[src/rtl/alu_pkg.sv]
// ============================================================================
// Module : alu_pkg
// Brief  : Opcode encoding, legality check and instruction format shared by
//          the ALU and its issue controller.
// Rev    : 1.0
// ============================================================================
`default_nettype none

package alu_pkg;

    localparam int DATA_W_DEF = 16;
    localparam int REG_N_DEF  = 8;
    localparam int ADDR_W_DEF = $clog2(REG_N_DEF);

    typedef enum logic [2:0] {
        ALU_ADD = 3'b000,
        ALU_SUB = 3'b001,
        ALU_AND = 3'b010,
        ALU_OR  = 3'b011,
        ALU_XOR = 3'b100,
        ALU_NOT = 3'b101
    } alu_op_e;

    typedef struct packed {
        logic [2:0]            opcode;
        logic [ADDR_W_DEF-1:0] rd;
        logic [ADDR_W_DEF-1:0] rs1;
        logic [ADDR_W_DEF-1:0] rs2;
    } instr_t;

    function automatic logic is_legal_op(input logic [2:0] op);
        return (op <= 3'b101);
    endfunction

endpackage

`default_nettype wire

[src/rtl/alu_regfile.sv]
// ============================================================================
// Module : alu_regfile
// Brief  : REG_N x DATA_W register file, two async read ports, write-back and
//          preload write ports; write-back wins on an address collision.
// Rev    : 1.0
// ============================================================================
`default_nettype none

module alu_regfile
    import alu_pkg::*;
#(
    parameter int  DATA_W = DATA_W_DEF,
    parameter int  REG_N  = REG_N_DEF,
    localparam int ADDR_W = $clog2(REG_N)
) (
    input  logic              clk,
    input  logic              rst_n,
    input  logic [ADDR_W-1:0] rd_addr_a,
    output logic [DATA_W-1:0] rd_data_a,
    input  logic [ADDR_W-1:0] rd_addr_b,
    output logic [DATA_W-1:0] rd_data_b,
    input  logic              wb_en,
    input  logic [ADDR_W-1:0] wb_addr,
    input  logic [DATA_W-1:0] wb_data,
    input  logic              pl_en,
    input  logic [ADDR_W-1:0] pl_addr,
    input  logic [DATA_W-1:0] pl_data
);

    logic [DATA_W-1:0] mem_q [REG_N];

    always_ff @(posedge clk) begin
        for (int i = 0; i < REG_N; i++) begin
            if (!rst_n) begin
                mem_q[i] <= '0;
            end else if (wb_en && (wb_addr == ADDR_W'(i))) begin
                mem_q[i] <= wb_data;
            end else if (pl_en && (pl_addr == ADDR_W'(i))) begin
                mem_q[i] <= pl_data;
            end
        end
    end

    // Reads return pre-write contents, so a same-cycle preload is not bypassed.
    assign rd_data_a = mem_q[rd_addr_a];
    assign rd_data_b = mem_q[rd_addr_b];

endmodule

`default_nettype wire

[src/rtl/alu_issue_ctrl.sv]
// ============================================================================
// Module : alu_issue_ctrl
// Brief  : Accepts instructions, reads operands, drives the combinational ALU
//          for one cycle and writes the result back; traps illegal opcodes.
// Rev    : 1.0
// ============================================================================
`default_nettype none

module alu_issue_ctrl
    import alu_pkg::*;
#(
    parameter int  DATA_W = DATA_W_DEF,
    parameter int  REG_N  = REG_N_DEF,
    localparam int ADDR_W = $clog2(REG_N)
) (
    input  logic              clk,
    input  logic              rst_n,
    input  logic              in_valid,
    output logic              in_ready,
    input  logic [2:0]        in_opcode,
    input  logic [ADDR_W-1:0] in_rd,
    input  logic [ADDR_W-1:0] in_rs1,
    input  logic [ADDR_W-1:0] in_rs2,
    input  logic              wr_en,
    input  logic [ADDR_W-1:0] wr_addr,
    input  logic [DATA_W-1:0] wr_data,
    output logic [2:0]        alu_opcode,
    output logic [DATA_W-1:0] alu_inputA,
    output logic [DATA_W-1:0] alu_inputB,
    input  logic [DATA_W-1:0] alu_result,
    output logic              done,
    output logic [ADDR_W-1:0] done_rd,
    output logic [DATA_W-1:0] done_data,
    output logic              illegal_op,
    output logic              busy
);

    typedef enum logic [1:0] {
        S_IDLE = 2'd0,
        S_EXEC = 2'd1,
        S_WB   = 2'd2
    } state_e;

    state_e            state_q, state_d;
    logic [2:0]        op_q, op_d;
    logic [ADDR_W-1:0] rd_q, rd_d;
    logic [DATA_W-1:0] opa_q, opa_d;
    logic [DATA_W-1:0] opb_q, opb_d;
    logic [DATA_W-1:0] res_q, res_d;
    logic              illegal_q, illegal_d;

    logic [DATA_W-1:0] rf_rd_a;
    logic [DATA_W-1:0] rf_rd_b;
    logic              wb_en;

    alu_regfile #(
        .DATA_W (DATA_W),
        .REG_N  (REG_N)
    ) u_regfile (
        .clk       (clk),
        .rst_n     (rst_n),
        .rd_addr_a (in_rs1),
        .rd_data_a (rf_rd_a),
        .rd_addr_b (in_rs2),
        .rd_data_b (rf_rd_b),
        .wb_en     (wb_en),
        .wb_addr   (rd_q),
        .wb_data   (res_q),
        .pl_en     (wr_en),
        .pl_addr   (wr_addr),
        .pl_data   (wr_data)
    );

    always_ff @(posedge clk) begin
        if (!rst_n) begin
            state_q   <= S_IDLE;
            op_q      <= '0;
            rd_q      <= '0;
            opa_q     <= '0;
            opb_q     <= '0;
            res_q     <= '0;
            illegal_q <= 1'b0;
        end else begin
            state_q   <= state_d;
            op_q      <= op_d;
            rd_q      <= rd_d;
            opa_q     <= opa_d;
            opb_q     <= opb_d;
            res_q     <= res_d;
            illegal_q <= illegal_d;
        end
    end

    always_comb begin
        state_d    = state_q;
        op_d       = op_q;
        rd_d       = rd_q;
        opa_d      = opa_q;
        opb_d      = opb_q;
        res_d      = res_q;
        illegal_d  = illegal_q;
        in_ready   = 1'b0;
        alu_opcode = ALU_ADD;
        alu_inputA = '0;
        alu_inputB = '0;
        done       = 1'b0;
        done_rd    = '0;
        done_data  = '0;
        wb_en      = 1'b0;

        case (state_q)
            S_IDLE: begin
                in_ready = 1'b1;
                if (in_valid) begin
                    // Illegal opcodes are trapped here and never reach the ALU.
                    if (is_legal_op(in_opcode)) begin
                        op_d    = in_opcode;
                        rd_d    = in_rd;
                        opa_d   = rf_rd_a;
                        opb_d   = rf_rd_b;
                        state_d = S_EXEC;
                    end else begin
                        illegal_d = 1'b1;
                    end
                end
            end
            S_EXEC: begin
                alu_opcode = op_q;
                alu_inputA = opa_q;
                alu_inputB = opb_q;
                res_d      = alu_result;
                state_d    = S_WB;
            end
            S_WB: begin
                wb_en     = 1'b1;
                done      = 1'b1;
                done_rd   = rd_q;
                done_data = res_q;
                state_d   = S_IDLE;
            end
            default: begin
                state_d = S_IDLE;
            end
        endcase
    end

    assign illegal_op = illegal_q;
    assign busy       = (state_q != S_IDLE);

endmodule

`default_nettype wire

[config.mk]
export PLATFORM = sky130hd
export DESIGN_NAME = alu_issue_ctrl
export DESIGN_NICKNAME = d
export VERILOG_FILES = /design/src/rtl/alu_pkg.sv /design/src/rtl/alu_regfile.sv /design/src/rtl/alu_issue_ctrl.sv
export SDC_FILE = /design/constraint.sdc
export NUM_CORES = 1
export LEC_CHECK = 0
export CORE_AREA = 2 2 143 145
export CTS_BUF_LIST = sky130_fd_sc_hd__clkbuf_8
export DETAILED_ROUTE_END_ITERATION = 16
export DIE_AREA = 0 0 145 147
export GPL_TIMING_DRIVEN = 0
export PLACE_DENSITY = 0.76
export SYNTH_ARGS = -nofsm -noshare
export SYNTH_HDL_FRONTEND = slang
export SYNTH_HIERARCHICAL = 1
export SYNTH_SLANG_ARGS = --single-unit
export TNS_END_PERCENT = 20
[constraint.sdc]
create_clock -name clk -period 3.1 [get_ports clk]
set_input_delay 0.465 -clock clk [delete_from_list [all_inputs] [get_ports clk]]
set_output_delay 0.465 -clock clk [all_outputs]
set_load 0.01 [all_outputs]
# ---- Word level (Yosys, flattened, before mapping)
# Memories as Yosys holds them, arrays and structs flattened. A register that Yosys moved wholly into a read port is not among the register bits.
# Index checks and enable logic that the tools add are counted.
dict set report classes {
  add_sub_neg 0
  n_mul 0
  n_div 0
  magnitude_cmp 1
  n_eq_ne 18
  n_shift 0
  mux 83
  bitwise_logic 17
  reduce_logical 25
}
# cell count
set ops {}
lappend ops {{16-bit two-way mux} 19}
lappend ops {{1-bit two-way mux} 59}
lappend ops {{3-bit equality test (second input constant)} 8}
lappend ops {{1-bit logical AND} 16}
lappend ops {{1-bit bitwise OR} 16}
lappend ops {{3-bit by 2-bit equality test with 1-bit output (second input constant)} 4}
lappend ops {{3-bit by 1-bit equality test with 1-bit output (second input constant)} 2}
lappend ops {{3-bit logical NOT} 2}
lappend ops {{3-bit two-way mux} 2}
lappend ops {{3-bit AND reduction} 2}
lappend ops {{2-bit two-way mux} 2}
lappend ops {{2-bit inequality test (second input constant)} 2}
lappend ops {{2-bit one-hot mux with 2 select lines} 1}
lappend ops {{3-bit <= comparator (second input constant)} 1}
lappend ops {{2-bit by 1-bit equality test with 1-bit output (second input constant)} 1}
lappend ops {{2-bit equality test (second input constant)} 1}
lappend ops {{1-bit logical NOT} 2}
lappend ops {{2-bit logical NOT} 1}
lappend ops {{2-bit AND reduction} 1}
lappend ops {{2-bit nonzero test} 1}
lappend ops {{1-bit NOT} 1}
dict set report totals {
  regBits 25
  latchBits 0
  ramBits 128
  rom_bits 0
  input_bits 51
  out_inout_bits 58
  wordCells 150
  n_memories 1
}
# memory words word_bits rd rd_clocked_by_memory_dff write_ports line_no
set mem_list {}
lappend mem_list {u_regfile.mem_q 8 16 2 2 8 alu_regfile.sv:30} ;# logic [DATA_W-1:0] mem_q [REG_N];

# ---- Logic depth before layout (Yosys ltp)
dict set report depth {
  ltp_word 8
  mapped_depth 8
}

# ---- Modules after synthesis
# The synthesis kept the hierarchy.
# mod n_inst cells_each area_per_inst_um2
set modules_own_cells {}
lappend modules_own_cells {alu_regfile 1 513 7627.3}
lappend modules_own_cells {alu_issue_ctrl 1 308 2627.5}

# ---- Worst setup path after synthesis
# Ideal clock, no wire load.
dict set report synth_path {
  kind {in2reg}
  startpoint {input port wr_addr[2]}
  endpoint {memory u_regfile/mem_q[4][0] (netlist name), enable pin}
  setup_time_ps 447
  arrival_ps 2520
  path_slack_ps 133
  cell_stages 2
  path_cell_list {nand2_1 > o311ai_0}
}
# element line_no
set synth_lines {}
lappend synth_lines {{start, declared} alu_issue_ctrl.sv:25} ;# input logic [ADDR_W-1:0] wr_addr,
lappend synth_lines {{end, declared} alu_regfile.sv:30}

==> results.cfg <==
[routing]
vias_per_cell = 6.05
vias = 7340
drtIter0Drc = 704
dr.pass1.iters = 5
wirelength_mm = 26.3
post_drt_wl_per_cell_microns = 21.7
drc_errors = 0
ant_nets = 0

[setup_path]
cp_num_buf_inv = 3
critical_path.max_fanout = 16
setup.worst_path.end_class = register
cp_data_required_time_ns = 3.03
path_cells = clkdlybuf4s50_1 -> buf_4 -> clkbuf_1 -> nand3_1
cpMaxStageDelayCell = nand3_1
path_class = in2reg
worstPathArrival_ns = 2.93
startpoint_type = primary input
crit_start = rst_n
rr_startpoint = state_q[1]
critPathMaxStageDelay_ns = 0.87
cpLargestDelayFamily = buffers and inverters
r2r_slack_ns = 0.33

[pwr]
pwr-share-comb_pct = 13.7
power.density_nw_per_um2 = 433
peakVddDrop_v = 0.000277
power_switching_share_pct = 25.4
intPower_w = 0.00385
p_clk_share_pct = 30.9
switchingPower_w = 0.00131
leakage_nw = 4.26
power_frac_seq_pct = 55.3

[layout]
nNetsFinal = 981
utilization_pct = 60.1
nFillCells = 1581
final_area_sq_um = 11900
multi_input_area_sq_um = 4780
regArea_sq_um = 4980
syn2layout_area_growth_pct = 16.2
drive_gt1_share_pct = 20.5
num_antenna_cells = 0

[die]
dieWidth_microns = 145
initial_utilization_pct = 51.7
die_h_microns = 147
io_pins = 109
dieArea_sq_um = 21300
rows = 52
core_area_sq_um = 19800

[cts]
cts_sinks = 185
cts_root_buffer = clkbuf_8
postCtsHoldBufs = 0
cts_buffers = 17
clkSlewWorstSetupHoldPaths_ns = 0.09
clock_latency_ns = 0.46
htreeDepth = 4
cts_buffer_depth = 2
cts_tree = done

[yosys]
ys_seq_area_share_pct = 48.6
ys_ff_latch = 185
synth_flop_cell = edfxtp_1
yosysWarningCount = 6
synth_area_sq_um = 10300
synth-edff-count = 128
async_reset_ff_share_pct = 0
synth_cell_types = 45
synth_cells = 821
syn_nets = 872
syn_avg_cell_area_sq_um = 12.5

[sta]
fin_skew_ns = 0.00781
worst_pin_slew_ns = 0.985
setup_tns_ns = 0
drv_slew = 0
fin_crit_ns = 3.00
slew-limit-headroom_pct = 34.4
rsz0062_at_grt = true
setup_viol = 0
finalHoldViolations = 0
fmax_ghz = 0.333
post-route-period-util_pct = 96.9

[grt]
track_usage_pct = 24.9
globalRouteOverflowTotal = 0
grt_pass1_vias = 7151
antenna_found_initial = 0
grt_first_pass_wirelength_mm = 40.9
grt_max_degree = 19

[job]
drv_cap = 0

[hold_path]
hold_class = in2reg
hold_start = wr_data[5]

[placed_design]
dp_hpwl_mm = 20.1
portBuffers = 88
placement.cell_area_sq_um = 11500
gp_congestion = 0.907

[run_status]
outcome = finished clean
==> Yosys cell counts (all sizes together), types with 7 or more instances <==
| cell | n | share of area, % |
|---|---|---|
| buf | 45 | 3.2 |
| and2 | 56 | 3.4 |
| mux2i | 36 | 3.5 |
| nand2 | 160 | 5.9 |
| o22ai | 32 | 2.0 |
| mux2 | 32 | 3.5 |
| nand2b | 7 | 0.43 |
| edfxtp | 128 | 37 |
| a21boi | 16 | 1.2 |
| clkbuf | 45 | 1.9 |
| dfxtp | 57 | 11 |
| nor2 | 7 | 0.26 |
| nand3 | 8 | 0.44 |
| a22o | 96 | 8.3 |
| mux4 | 64 | 14 |
==> registers in the layout (all words and copies together), names as in the netlist <==
register and flops:
opb_q 16, opa_q 16, illegal_op 1, u_regfile/mem_q 128, state_q 2, res_q 16
rd_q 3, op_q 3
==> routing by layer <==
layer / vias up / track usage [%] / routed length [microns]
met2: 437 / 39.9 / 12100
met4: 0 / 6.44 / 421
li1: 3339 / - / -
met3: 39 / 4.66 / 2490
met5: - / 0 / 0
met1: 3525 / 35.4 / 11200
==> final timing paths <==
path,to,cells after the start
max,u_regfile/mem_q[1][10],4
min,u_regfile/mem_q[7][5],2
max reg2reg,u_regfile/mem_q[0][9],6
min reg2reg,opb_q[0],2
==> power groups by stage <==
stage               Sequential [W]  Combinational (W)  Clock (W)
floorplan                  0.00287           0.000484          0
global placement           0.00290           0.000682          0
detailed placement         0.00291           0.000701          0
CTS                        0.00285           0.000706    0.00161
global route               0.00287           0.000756    0.00170
finish                     0.00285           0.000709    0.00159
==> timing repair <==
item | CTS | global route
gates resized for setup | 2 | 1
pin swaps | 0 | 0
setup endpoints to repair | 47 | 47
setup buffers | 0 | 0
==> worst reg2reg max path, stage by stage, from the launching register on <==
cell,delay [ns]
dfxtp_1,0.40
nor2b_1,0.30
clkbuf_2,0.47
or4b_1,0.48
clkbuf_1,0.17
buf_2,0.22
nand3_2,0.38
==> cells by family (layout without fill, tap and decap cells) <==
logic type	Yosys count	in the layout	share of synthesized area, %
compound gates	157	157	13.4
buf+inv	91	213	5.05
flops	185	185	48.6
mux	132	132	21.1
simple gates	256	256	11.8
==> layout by cell type, fill, tap and decap left out, drive strengths merged, types with 2 or more instances in the layout <==
cell type,count
mux4,64
clkinv,4
clkinvlp,2
mux2i,36
nor2b,4
a22o,96
o221a,2
nand2b,7
and4,2
o22ai,32
and3,2
nand2,160
nand3,8
mux2,32
buf,47
clkdlybuf4s50,88
a211oi,2
clkbuf,64
nor2,7
o221ai,3
a21boi,16
a311oi,3
bufinv,2
and2b,2
inv,6
edfxtp,128
and2,56
dfxtp,57
==> metrics by stage <==
stage                     worst slack (ns)  total power [W]  hold WS [ns]  std cells
final                               0.0954          0.00516         0.435       1213
after global routing                -0.101          0.00532         0.425       1213
after CTS                          0.00670          0.00517         0.403       1213
after detailed placement            -0.380          0.00361         0.444       1181
after global placement               -1.51          0.00358         0.439       1179
after floorplan                      0.133          0.00335         0.430        821
==> layout make-up <==
type,count,share of cell area [%]
flip-flops and latches,185,41.8
multi-input cells,545,40.1
repair buffers,90,7.58
plain buffers,90,4.34
well taps,270,2.83
clock buffers,19,2.19
clock inverters,13,1.06
inverters,1,0.0315
No activity file was read; power rests on OpenSTA's default activity.
